File: src/rtl/fetch_unit.sv
// fetch_unit: instruction-fetch stage of the pipelined MIPS core. Owns the PC, fetches
// words over a req/ready handshake and fills IF/ID, redirecting on jumps and taken branches.
module fetch_unit #(
  parameter logic [31:0] RESET_PC = 32'h0000_0000
) (
  input  logic        clk,
  input  logic        reset,
  input  logic        Stall,
  input  logic        IsBeq,
  input  logic        IsBne,
  input  logic        Jump,
  input  logic        FullJump,
  input  logic        Equal,
  input  logic [31:0] RegJumpAddr,
  output logic        IMemReq,
  output logic [31:0] IMemAddr,
  input  logic        IMemReady,
  input  logic [31:0] IMemData,
  output logic [31:0] IF_ID_Instr,
  output logic [31:0] IF_ID_PC4,
  output logic        IF_ID_Valid
);

  typedef enum logic [1:0] {RUN, HOLD, DROP} state_t;

  state_t      state, state_nxt;
  logic [31:0] pc, pc_nxt;
  logic [31:0] fetch_addr, fetch_addr_nxt;
  logic [31:0] hold_buf, hold_buf_nxt;
  logic [31:0] instr_nxt, pc4_nxt;
  logic        valid_nxt;
  logic        taken, redir, complete;
  logic [31:0] target, branch_off, seq_addr;

  // The request is masked during reset so memory never sees a fetch before reset falls.
  assign IMemReq    = ~reset & (state != HOLD);
  assign IMemAddr   = fetch_addr;
  assign complete   = IMemReq & IMemReady;
  assign taken      = FullJump | Jump | (IsBeq & Equal) | (IsBne & ~Equal);
  assign redir      = IF_ID_Valid & ~Stall & taken;
  assign branch_off = {{14{IF_ID_Instr[15]}}, IF_ID_Instr[15:0], 2'b00};
  assign seq_addr   = fetch_addr + 32'd4;

  always_comb begin
    target = IF_ID_PC4 + branch_off;
    if (FullJump)
      target = RegJumpAddr;
    else if (Jump)
      target = {IF_ID_PC4[31:28], IF_ID_Instr[25:0], 2'b00};
  end

  always_ff @(posedge clk) begin
    if (reset) begin
      state       <= RUN;
      pc          <= RESET_PC;
      fetch_addr  <= RESET_PC;
      hold_buf    <= '0;
      IF_ID_Instr <= '0;
      IF_ID_PC4   <= '0;
      IF_ID_Valid <= 1'b0;
    end else begin
      state       <= state_nxt;
      pc          <= pc_nxt;
      fetch_addr  <= fetch_addr_nxt;
      hold_buf    <= hold_buf_nxt;
      IF_ID_Instr <= instr_nxt;
      IF_ID_PC4   <= pc4_nxt;
      IF_ID_Valid <= valid_nxt;
    end
  end

  always_comb begin
    state_nxt      = state;
    pc_nxt         = pc;
    fetch_addr_nxt = fetch_addr;
    hold_buf_nxt   = hold_buf;
    instr_nxt      = IF_ID_Instr;
    pc4_nxt        = IF_ID_PC4;
    valid_nxt      = IF_ID_Valid;

    // A redirect squashes IF/ID; the wrong-path word is never loaded.
    if (redir)
      valid_nxt = 1'b0;

    case (state)
      RUN: begin
        if (redir) begin
          pc_nxt = target;
          if (complete)
            fetch_addr_nxt = target;
          else
            state_nxt = DROP;
        end else if (complete && !Stall) begin
          instr_nxt      = IMemData;
          pc4_nxt        = seq_addr;
          valid_nxt      = 1'b1;
          pc_nxt         = seq_addr;
          fetch_addr_nxt = seq_addr;
        end else if (complete) begin
          hold_buf_nxt = IMemData;
          state_nxt    = HOLD;
        end else if (!Stall) begin
          valid_nxt = 1'b0;
        end
      end
      HOLD: begin
        if (redir) begin
          pc_nxt         = target;
          fetch_addr_nxt = target;
          state_nxt      = RUN;
        end else if (!Stall) begin
          instr_nxt      = hold_buf;
          pc4_nxt        = seq_addr;
          valid_nxt      = 1'b1;
          pc_nxt         = seq_addr;
          fetch_addr_nxt = seq_addr;
          state_nxt      = RUN;
        end
      end
      DROP: begin
        // The in-flight word is thrown away; fetch restarts at the redirect target held in pc.
        if (complete) begin
          fetch_addr_nxt = pc;
          state_nxt      = RUN;
        end
      end
      default: state_nxt = RUN;
    endcase
  end

endmodule

File: config.mk
export PLATFORM = sky130hd
export DESIGN_NAME = fetch_unit
export DESIGN_NICKNAME = d
export VERILOG_FILES = /design/src/rtl/fetch_unit.sv
export SDC_FILE = /design/constraint.sdc
export NUM_CORES = 1
export LEC_CHECK = 0
export ABC_CLOCK_PERIOD_IN_PS = 3960
export CORE_ASPECT_RATIO = 0.7
export CORE_MARGIN = 3
export CORE_UTILIZATION = 54
export CTS_BUF_LIST = sky130_fd_sc_hd__clkbuf_8 sky130_fd_sc_hd__clkbuf_16
export DETAILED_ROUTE_END_ITERATION = 8
export MAX_ROUTING_LAYER = met4
export PLACE_DENSITY = 0.9
export SYNTH_ARGS = -nofsm -noshare
export SYNTH_HDL_FRONTEND = slang
export SYNTH_SLANG_ARGS = --single-unit
File: constraint.sdc
create_clock -name clk -period 3.96 [get_ports clk]
set_input_delay 0.594 -clock clk [delete_from_list [all_inputs] [get_ports clk]]
set_output_delay 0.594 -clock clk [all_outputs]
set_load 0.02 [all_outputs]
Word-level counts from Yosys, hierarchy flattened

Cells that the tools add are included.
Widths: inputs -> output; s select.

Input bits: 73
Bits in registers: 163
Output and inout port bits: 98
Logic and storage cells: 82

Equality and inequality tests: 14
Mux-type cells: 35
$add $sub $neg: 2
Reductions and logical operators: 10
Bitwise operators: 14

Operator list:

| operator              | count |
|---|---|
| $mux 32               | 15 |
| $pmux 32 s2           | 3 |
| $pmux 32 s3           | 1 |
| $add 32x3->32 const B | 1 |
| $add 32x32->32        | 1 |
| $ne 3x3->1 const B    | 6 |
| $reduce_and 5->1      | 3 |
| $mux 2                | 7 |
| $ne 2x2->1 const B    | 5 |
| $mux 1                | 7 |
| $and 1x1->1           | 6 |
| $pmux 2 s3            | 1 |
| $not 1->1             | 5 |
| $reduce_and 4->1      | 1 |
| $or 1x1->1            | 3 |
| $reduce_and 3->1      | 1 |
| $reduce_bool 3->1     | 1 |
| $eq 2x1->1 const B    | 1 |
| $eq 2x2->1 const B    | 1 |
| $logic_not 2->1       | 1 |
| $ne 2x1->1 const B    | 1 |
| $pmux 1 s2            | 1 |
| $reduce_bool 2->1     | 1 |
| $logic_and 1x1->1     | 1 |
| $logic_not 1->1       | 1 |

Logic depth before layout (Yosys ltp)

Gate-level depths: netlist (run 1).

Word-level depth: 10
Mapped depth: 11
Depth with buffers taken out: 11

Least setup slack after synthesis (run 1)

Ideal clock, no wire load.

Kind: reg2reg
Start: register IF_ID_Instr[15]
End: register fetch_addr[29] (netlist: IMemAddr[29])
Data required time: 3.869 ns
Stages on the path, launching flop included: 11
Clock period less this slack: 3.060 ns
Buffers on the path: 0
Arrival: 2.969 ns
Library setup time: 0.091 ns
Path slack: 0.900 ns
Cells stage by stage: dfxtp_1 ha_1 a21o_1 a21o_1 a21o_1 a311o_1 a221o_1 a31oi_1 xnor2_1 nand3_1 a311oi_1

Cells in the longest elaborated chain, start to end: 6
Elaborated cells on any way between the ends: 7
Those cells by class: add/sub: 1; mux: 6

RTL lines:

| item                   | RTL line | source |
|---|---|---|
| start, declared        | 19       | `output logic [31:0] IF_ID_Instr,` |
| start signal, assigned | 66       | `IF_ID_Instr <= instr_nxt;` |
| $add 32x32->32 (*)     | 45       | `target = IF_ID_PC4 + branch_off;` |
| $mux 32 (*)            | 48       | `else if (Jump)` |
| $mux 32 (*)            | 46       | `if (FullJump)` |
| $mux 32                | 89       | `if (complete)` |
| $mux 32                | 87       | `if (redir) begin` |
| $pmux 32 s3 (*)        | 85       | `case (state)` |
| end signal, assigned   | 64       | `fetch_addr <= fetch_addr_nxt;` |
| end, declared          | 28       | `logic [31:0] fetch_addr, fetch_addr_nxt;` |

Every way passes the cells marked *; elsewhere a longest branch is shown, timed or not. The select of a mux whose other input is x is not followed.
A chain may end at the register's enable or synchronous reset.

Final worst setup path (run 1)

Start: register IF_ID_Instr[15]
End: register fetch_addr[31] (netlist: IMemAddr[31])

The elaborated chain is that of the path after synthesis.

==> impl_metrics.yaml, run 1 <==
global_routing:
  grt.total_usage: 0.351
  antenna_found_initial: 0
  grt_max_degree: 108
  grt_pass1_wl_um: 51000
  grt_pass1_vias: 9031
  grt.overflow.total: 0
clock_tree:
  cts_sinks: 163
  cts_root_buf: "clkbuf_16"
  postCtsSetupRepairBufs: 0
  cts_buffers: 17
  htreeDepth: 4
  path_clk_slew_ns: 0.07
  max-clock-path-buffers: 2
  cts_resized: 0
  insertion_delay_ns: 0.44
  hold_buffers: 0
  tritoncts: "yes"
synth:
  ys_warn_count: 0
  post-synth-top-count-cell: "nand2_1"
  synth_cell_types: 71
  yosysTopAreaCell: "dfxtp_1"
  synth.top_cell.area_share: 0.342
  synth_area_per_cell_um2: 7.77
  synthArstFlopShare: 0
  synthFlopType: "dfxtp_1"
  synth_seq_cells: 163
  syn_area_um2: 9540
  ys_seq_area_frac: 0.342
  synthTopCellsByCount: "180 x nand2_1, 163 x dfxtp_1, 146 x nor2_1"
  synth_nets: 1335
  netlist_instances: 1228
  synth_area_leaders: "dfxtp_1 34%, nand2_1 7.1%, a21oi_1 5.9%"
  synth_edf_count: 0
run_status:
  status: "finished, final reports clean"
setup_path:
  path_max_fanout: 13
  crit_required_ns: 4.26
  start_kind: "flop"
  cp.arrival_ns: 3.78
  critical_path_class: "reg -> reg"
  slowest_delay_ns: 0.56
  worstSetupEndpointType: "flop"
  slowest_stage: "dfxtp_1"
  path_cells: "buf_4, ha_1, a21o_1, a21boi_0, o21ai_0, a31oi_1, nor4bb_1, a311oi_2, a2111o_1, nand3_1, o221ai_1"
power:
  vdd_drop_max_v: 0.000277
  p_per_area_nw_per_um2: 431
  power_leakage_nw: 4.38
sta:
  clock.fmax_ghz: 0.288
  relSlewSlack: 0.225
  period_minus_slack_ns: 3.48
  setup_tns_ns: 0
  rsz0062_at_grt: "false"
  fin_crit_sh: 0.878
  clock_skew_ns: 0.0125
  timing.final.hold_violations: 0
  finalSetupViolCount: 0
  fin_ws_ns: 0.482
  drv_slew: 0
  tightest_slew_ns: 1.16
final_layout:
  finalNetCount: 1461
  antenna_cells: 0
  syn2layout_area_growth_pct: 26.0
  stdcell_area_um2: 12000
  fill_cells: 1292
  layout-drive-gt1-share: 0.0607
detailed_routing:
  ant_nets: 0
  vias_per_cell: 6.29
  wl_per_cell_um: 20.8
  wl_um: 33100
  first_iter_violations: 1409
  drc: 0
  drtPass1Iterations: 6
  vias: 10000
floorplanning:
  dieWidth_um: 165
  die_h_um: 117
  die_area_um2: 19300
  initial_utilization: 0.568
  rows: 39
  coreArea_um2: 16800
  ios: 171
placement:
  place_area_um2: 11400
  place_congestion: 1.02
  io_buffers: 170
  post-dp-hpwl_um: 24100
  dp_slack_ns: 0.583
job:
  cap_violations: 0
worst_hold_path:
  hp-class: "reg -> reg"
[through the flow]
step                      cells  utilization  power, W  hold slack [ns]
after floorplan            1228            -   0.00285            0.436
after global placement     1560        0.679   0.00340            0.441
after detailed placement   1560        0.679   0.00344            0.446
after CTS                  1592        0.716   0.00513            0.456
after global routing       1592        0.716   0.00536            0.472
final                      1592        0.716   0.00518            0.455
[state kept, by name, summed over array words and instances (netlist names)]
signal and count:
IF_ID_Instr 32, IF_ID_PC4 32, IMemAddr 32, hold_buf 32, pc 32, state 2, IF_ID_Valid 1
[worst max-delay path: cells and delay by family (launching register included)]
family,cells,cell delay (ns)
buffers and inverters,1,0.28
and+or+nand+nor,2,0.56
DFF,1,0.56
AOI/OAI and AO/OA,7,1.62
adders and majority gates,1,0.33
[metal layers]
| layer | track usage | wire [um] |
|---|---|---|
| met2 | 0.489 | 13600 |
| met3 | 0.104 | 4260 |
| met5 | - | 0 |
| met1 | 0.503 | 14800 |
| met4 | 0.0698 | 467 |
[layout by cell type, fill, tap and decap left out, types with 5 or more instances in the layout]
| cell | Yosys | layout |
|---|---|---|
| and2_1 | 6 | 6 |
| a21o_1 | 19 | 19 |
| o21bai_1 | 6 | 6 |
| xnor2_1 | 23 | 23 |
| a21oi_1 | 113 | 112 |
| o21ai_0 | 69 | 68 |
| clkdlybuf4s50_1 | 0 | 169 |
| o211ai_1 | 25 | 25 |
| and4_1 | 5 | 5 |
| ha_1 | 33 | 32 |
| a211oi_1 | 67 | 67 |
| dfxtp_1 | 163 | 163 |
| a31oi_1 | 16 | 16 |
| and3_1 | 14 | 14 |
| nor3_1 | 16 | 15 |
| nand2_1 | 180 | 180 |
| inv_1 | 19 | 19 |
| mux2i_1 | 53 | 53 |
| xor2_1 | 23 | 23 |
| nand3_1 | 21 | 21 |
| a311oi_1 | 10 | 10 |
| clkbuf_16 | 0 | 17 |
| nor2_1 | 146 | 146 |
| nand2b_1 | 12 | 12 |
| o21a_1 | 6 | 6 |
| buf_4 | 3 | 27 |
| o21ai_1 | 6 | 7 |
| nand4_1 | 8 | 8 |
| or3_1 | 9 | 9 |
[power by group]
group          switching [W]  leakage [nW]  internal, W  total [W]
clock               0.000809         0.292     0.000910    0.00172
sequential          0.000177          1.33      0.00179    0.00197
combinational       0.000897          2.76     0.000590    0.00149
total                0.00188          4.38      0.00329    0.00518
[cells by family (layout without fill, tap and decap cells)]
| group | after synthesis | in the layout | share of synthesized area |
|---|---|---|---|
| multiplexers | 55 | 55 | 0.0580 |
| XOR/XNOR | 46 | 46 | 0.0422 |
| adder cells (fa/ha/maj) | 34 | 34 | 0.0454 |
| AO/OA/AOI/OAI | 384 | 384 | 0.265 |
| buffers and inverters | 110 | 249 | 0.0454 |
| flip-flops | 163 | 163 | 0.342 |
| AND/OR/NAND/NOR | 436 | 436 | 0.202 |
[layout make-up]
cell class              count  area (um2)  area share
repair buffers            197        1910       0.159
clock buffers              17         425      0.0354
well taps                 225         282      0.0234
flip-flops and latches    163        3260       0.272
inverters                  20        75.1     0.00625
clock inverters            15         188      0.0156
multi-input cells         955        5870       0.488
[final timing paths]
check / startpoint / end / slack (ns) / cells after the start
setup / recovery: IF_ID_Instr[15]$_SDFFE_PP0P_ / IMemAddr[31]$_SDFFE_PP0P_ / 0.48 / 11
hold / removal: hold_buf[10]$_SDFFE_PP0P_ / hold_buf[10]$_SDFFE_PP0P_ / 0.46 / 2
setup reg to reg: IF_ID_Instr[15]$_SDFFE_PP0P_ / IMemAddr[31]$_SDFFE_PP0P_ / 0.48 / 11
hold reg to reg: hold_buf[10]$_SDFFE_PP0P_ / hold_buf[10]$_SDFFE_PP0P_ / 0.46 / 2
Power figures use the tool's default switching activity.
==> run 2, diff against run 1 <==
CTS_CLUSTER_SIZE = 25   (was not set)
==> results of run 2 <==
Same layout as run 1: the final DEF is identical, and so are final timing and power.
==> run 3, diff against run 2 <==
CORE_UTILIZATION = 60   (was 54)
DONT_BUFFER_PORTS = 1   (was not set)
PLACE_DENSITY = 0.84   (was 0.9)
==> run 3 against run 2 <==
  * Die area fell by 9.6%
  * Via count shrank 6.8%
  * Clock-buffer cell count grew 1
  * Largest cell class unchanged
  * Critical path depth is the same
  * Register-to-register slack better by 0.15 ns
  * Sequential cell count stayed put
  * First-iteration DRC count fell by 6.5%
  * Sequential share of layout area increased by 4.7 points
  * Critical endpoint is now IMemAddr[25]$_SDFFE_PP0P_
  * Routed wire length fell by 3.1%
  * Worst setup slack better by 0.15 ns
  * Final cell count shrank 13%
==> impl_metrics.yaml, run 3 (synthesis gave the netlist of run 1 again) <==
detailed_routing:
  ant_nets: 0
  wl_per_cell_um: 23.1
  wl_um: 32100
  vias_per_cell: 6.72
  drc: 0
  drtPass1Iterations: 5
  first_iter_violations: 1318
  vias: 9333
clock_tree:
  htreeDepth: 4
  insertion_delay_ns: 0.44
  tritoncts: "yes"
  max-clock-path-buffers: 2
  hold_buffers: 0
  cts_sinks: 163
  cts_buffers: 17
  path_clk_slew_ns: 0.08
  cts_root_buf: "clkbuf_16"
  postCtsSetupRepairBufs: 0
  cts_resized: 0
final_layout:
  fill_cells: 1228
  finalNetCount: 1286
  multiInputGateArea_um2: 5870
  layout-drive-gt1-share: 0.0646
  seq_area_um2: 3260
  final_common_cell: "nand2_1"
  layout_common_cells: "180 x nand2_1, 163 x dfxtp_1, 146 x nor2_1"
  syn2layout_area_growth_pct: 7.25
placement:
  place_congestion: 0.995
  io_buffers: 0
  dp_slack_ns: 0.681
  post-dp-hpwl_um: 22800
global_routing:
  grt_max_degree: 147
  grt.overflow.total: 0
  grt_pass1_wl_um: 48600
  grt.total_usage: 0.366
  grt_pass1_vias: 8149
  antenna_found_initial: 2
setup_path:
  timing.rr.end: "IMemAddr[25]$_SDFFE_PP0P_"
  worstSetupEndpointType: "flop"
  critical_path_class: "reg -> reg"
  r2r_slack_ns: 0.63
  path_max_fanout: 9
  crit_required_ns: 4.31
  start_kind: "flop"
  reg2reg_depth: 11
  r2r_start: "IF_ID_Instr[15]$_SDFFE_PP0P_"
  path_cells: "buf_4, ha_1, a21o_1, a21oi_1, o21ai_0, o21ai_0, a22oi_1, o2111ai_1, a211oi_1, a21oi_1, a311oi_1"
  cp.arrival_ns: 3.68
  slowest_delay_ns: 0.68
  slowest_stage: "dfxtp_1"
sta:
  fin_crit_sh: 0.841
  fin_ws_ns: 0.629
  period_minus_slack_ns: 3.33
  finalSetupViolCount: 0
  clock_skew_ns: 0.0121
  setup_tns_ns: 0
  rsz0062_at_grt: "false"
  relSlewSlack: 0.439
  drv_slew: 0
  tightest_slew_ns: 0.842
  clock.fmax_ghz: 0.300
  timing.final.hold_violations: 0
floorplanning:
  coreArea_um2: 15100
  ios: 171
  dieWidth_um: 157
  die_h_um: 112
  die_area_um2: 17500
  rows: 37
  initial_utilization: 0.630
worst_hold_path:
  worstHoldPathCells: 1
  min_to: "IF_ID_Instr[28]$_SDFFE_PP0P_"
  hp-class: "in -> reg"
  holdCritStartpoint: "reset"
power:
  power_leakage_nw: 3.74
  vdd_drop_max_v: 0.000343
  p_per_area_nw_per_um2: 473
job:
  cap_violations: 0
run_status:
  status: "finished, final reports clean"
==> run 3: cell types whose count changed in the layout (fill, tap and decap cells not counted), sizes merged <==
| cell | previous run | this run |
|---|---|---|
| clkbuf | 17 | 18 |
| clkinv | 6 | 7 |
| diode | 0 | 2 |
| clkdlybuf4s50 | 169 | 0 |
| clkinvlp | 2 | 1 |
| bufinv | 1 | 0 |
| buf | 28 | 22 |
==> run 3: cell type report <==
class | count | area share
Multi-Input combinational cell | 955 | 0.574
Sequential cell | 163 | 0.319
Clock buffer | 18 | 0.0429
Tap cell | 195 | 0.0238
Timing Repair Buffer | 22 | 0.0174
Clock inverter | 14 | 0.0155
Inverter | 20 | 0.00734
Antenna cell | 2 | 0.000489
==> run 3: power breakdown <==
group	internal (W)	switching [W]	leakage, nW	total (W)
clock	0.000865	0.000818	0.289	0.00168
combinational	0.000374	0.000678	2.12	0.00105
sequential	0.00179	0.000307	1.33	0.00210
total	0.00303	0.00180	3.74	0.00484
==> run 3: per-stage QoR <==
stage                     hold slack (ns)  instances  area [um2]  power, W  utilization
after detailed placement            0.442       1355        9630   0.00314        0.636
after floorplan                     0.436       1228        9540   0.00285            -
after global routing                0.214       1389       10200   0.00503        0.676
after CTS                           0.216       1387       10200   0.00480        0.676
after global placement              0.436       1355        9630   0.00312        0.636
final                               0.230       1389       10200   0.00484        0.676
==> run 3: worst max path at each step <==
stage	endpoint	slack [ns]	start	depth (start not counted)
floorplan	IMemAddr[29]$_SDFFE_PP0P_	0.90	IF_ID_Instr[15]$_SDFFE_PP0P_	10
global placement	IMemAddr[31]$_SDFFE_PP0P_	0.74	IF_ID_Instr[15]$_SDFFE_PP0P_	10
detailed placement	IMemAddr[31]$_SDFFE_PP0P_	0.68	IF_ID_Instr[15]$_SDFFE_PP0P_	10
CTS	IMemAddr[31]$_SDFFE_PP0P_	0.67	IF_ID_Instr[15]$_SDFFE_PP0P_	10
global route	IMemAddr[31]$_SDFFE_PP0P_	0.36	IF_ID_Instr[15]$_SDFFE_PP0P_	10
finish	IMemAddr[25]$_SDFFE_PP0P_	0.63	IF_ID_Instr[15]$_SDFFE_PP0P_	11
==> run 3: layer usage <==
layer / part of all wire / wire [um] / GRT usage / up-vias
met5: 0 / 0 / - / -
met4: 0.020 / 654 / 0.0857 / 0
met3: 0.14 / 4410 / 0.140 / 43
met2: 0.40 / 12900 / 0.471 / 556
met1: 0.44 / 14100 / 0.532 / 4413
li1: - / - / - / 4321
==> run 3: worst max-delay path: cells and delay by family (launching register included) <==
| kind | cells | cell delay, ns |
|---|---|---|
| adder cells (fa/ha/maj) | 1 | 0.26 |
| flip-flops | 1 | 0.68 |
| AO/OA/AOI/OAI | 9 | 2.05 |
| buffers and inverters | 1 | 0.25 |
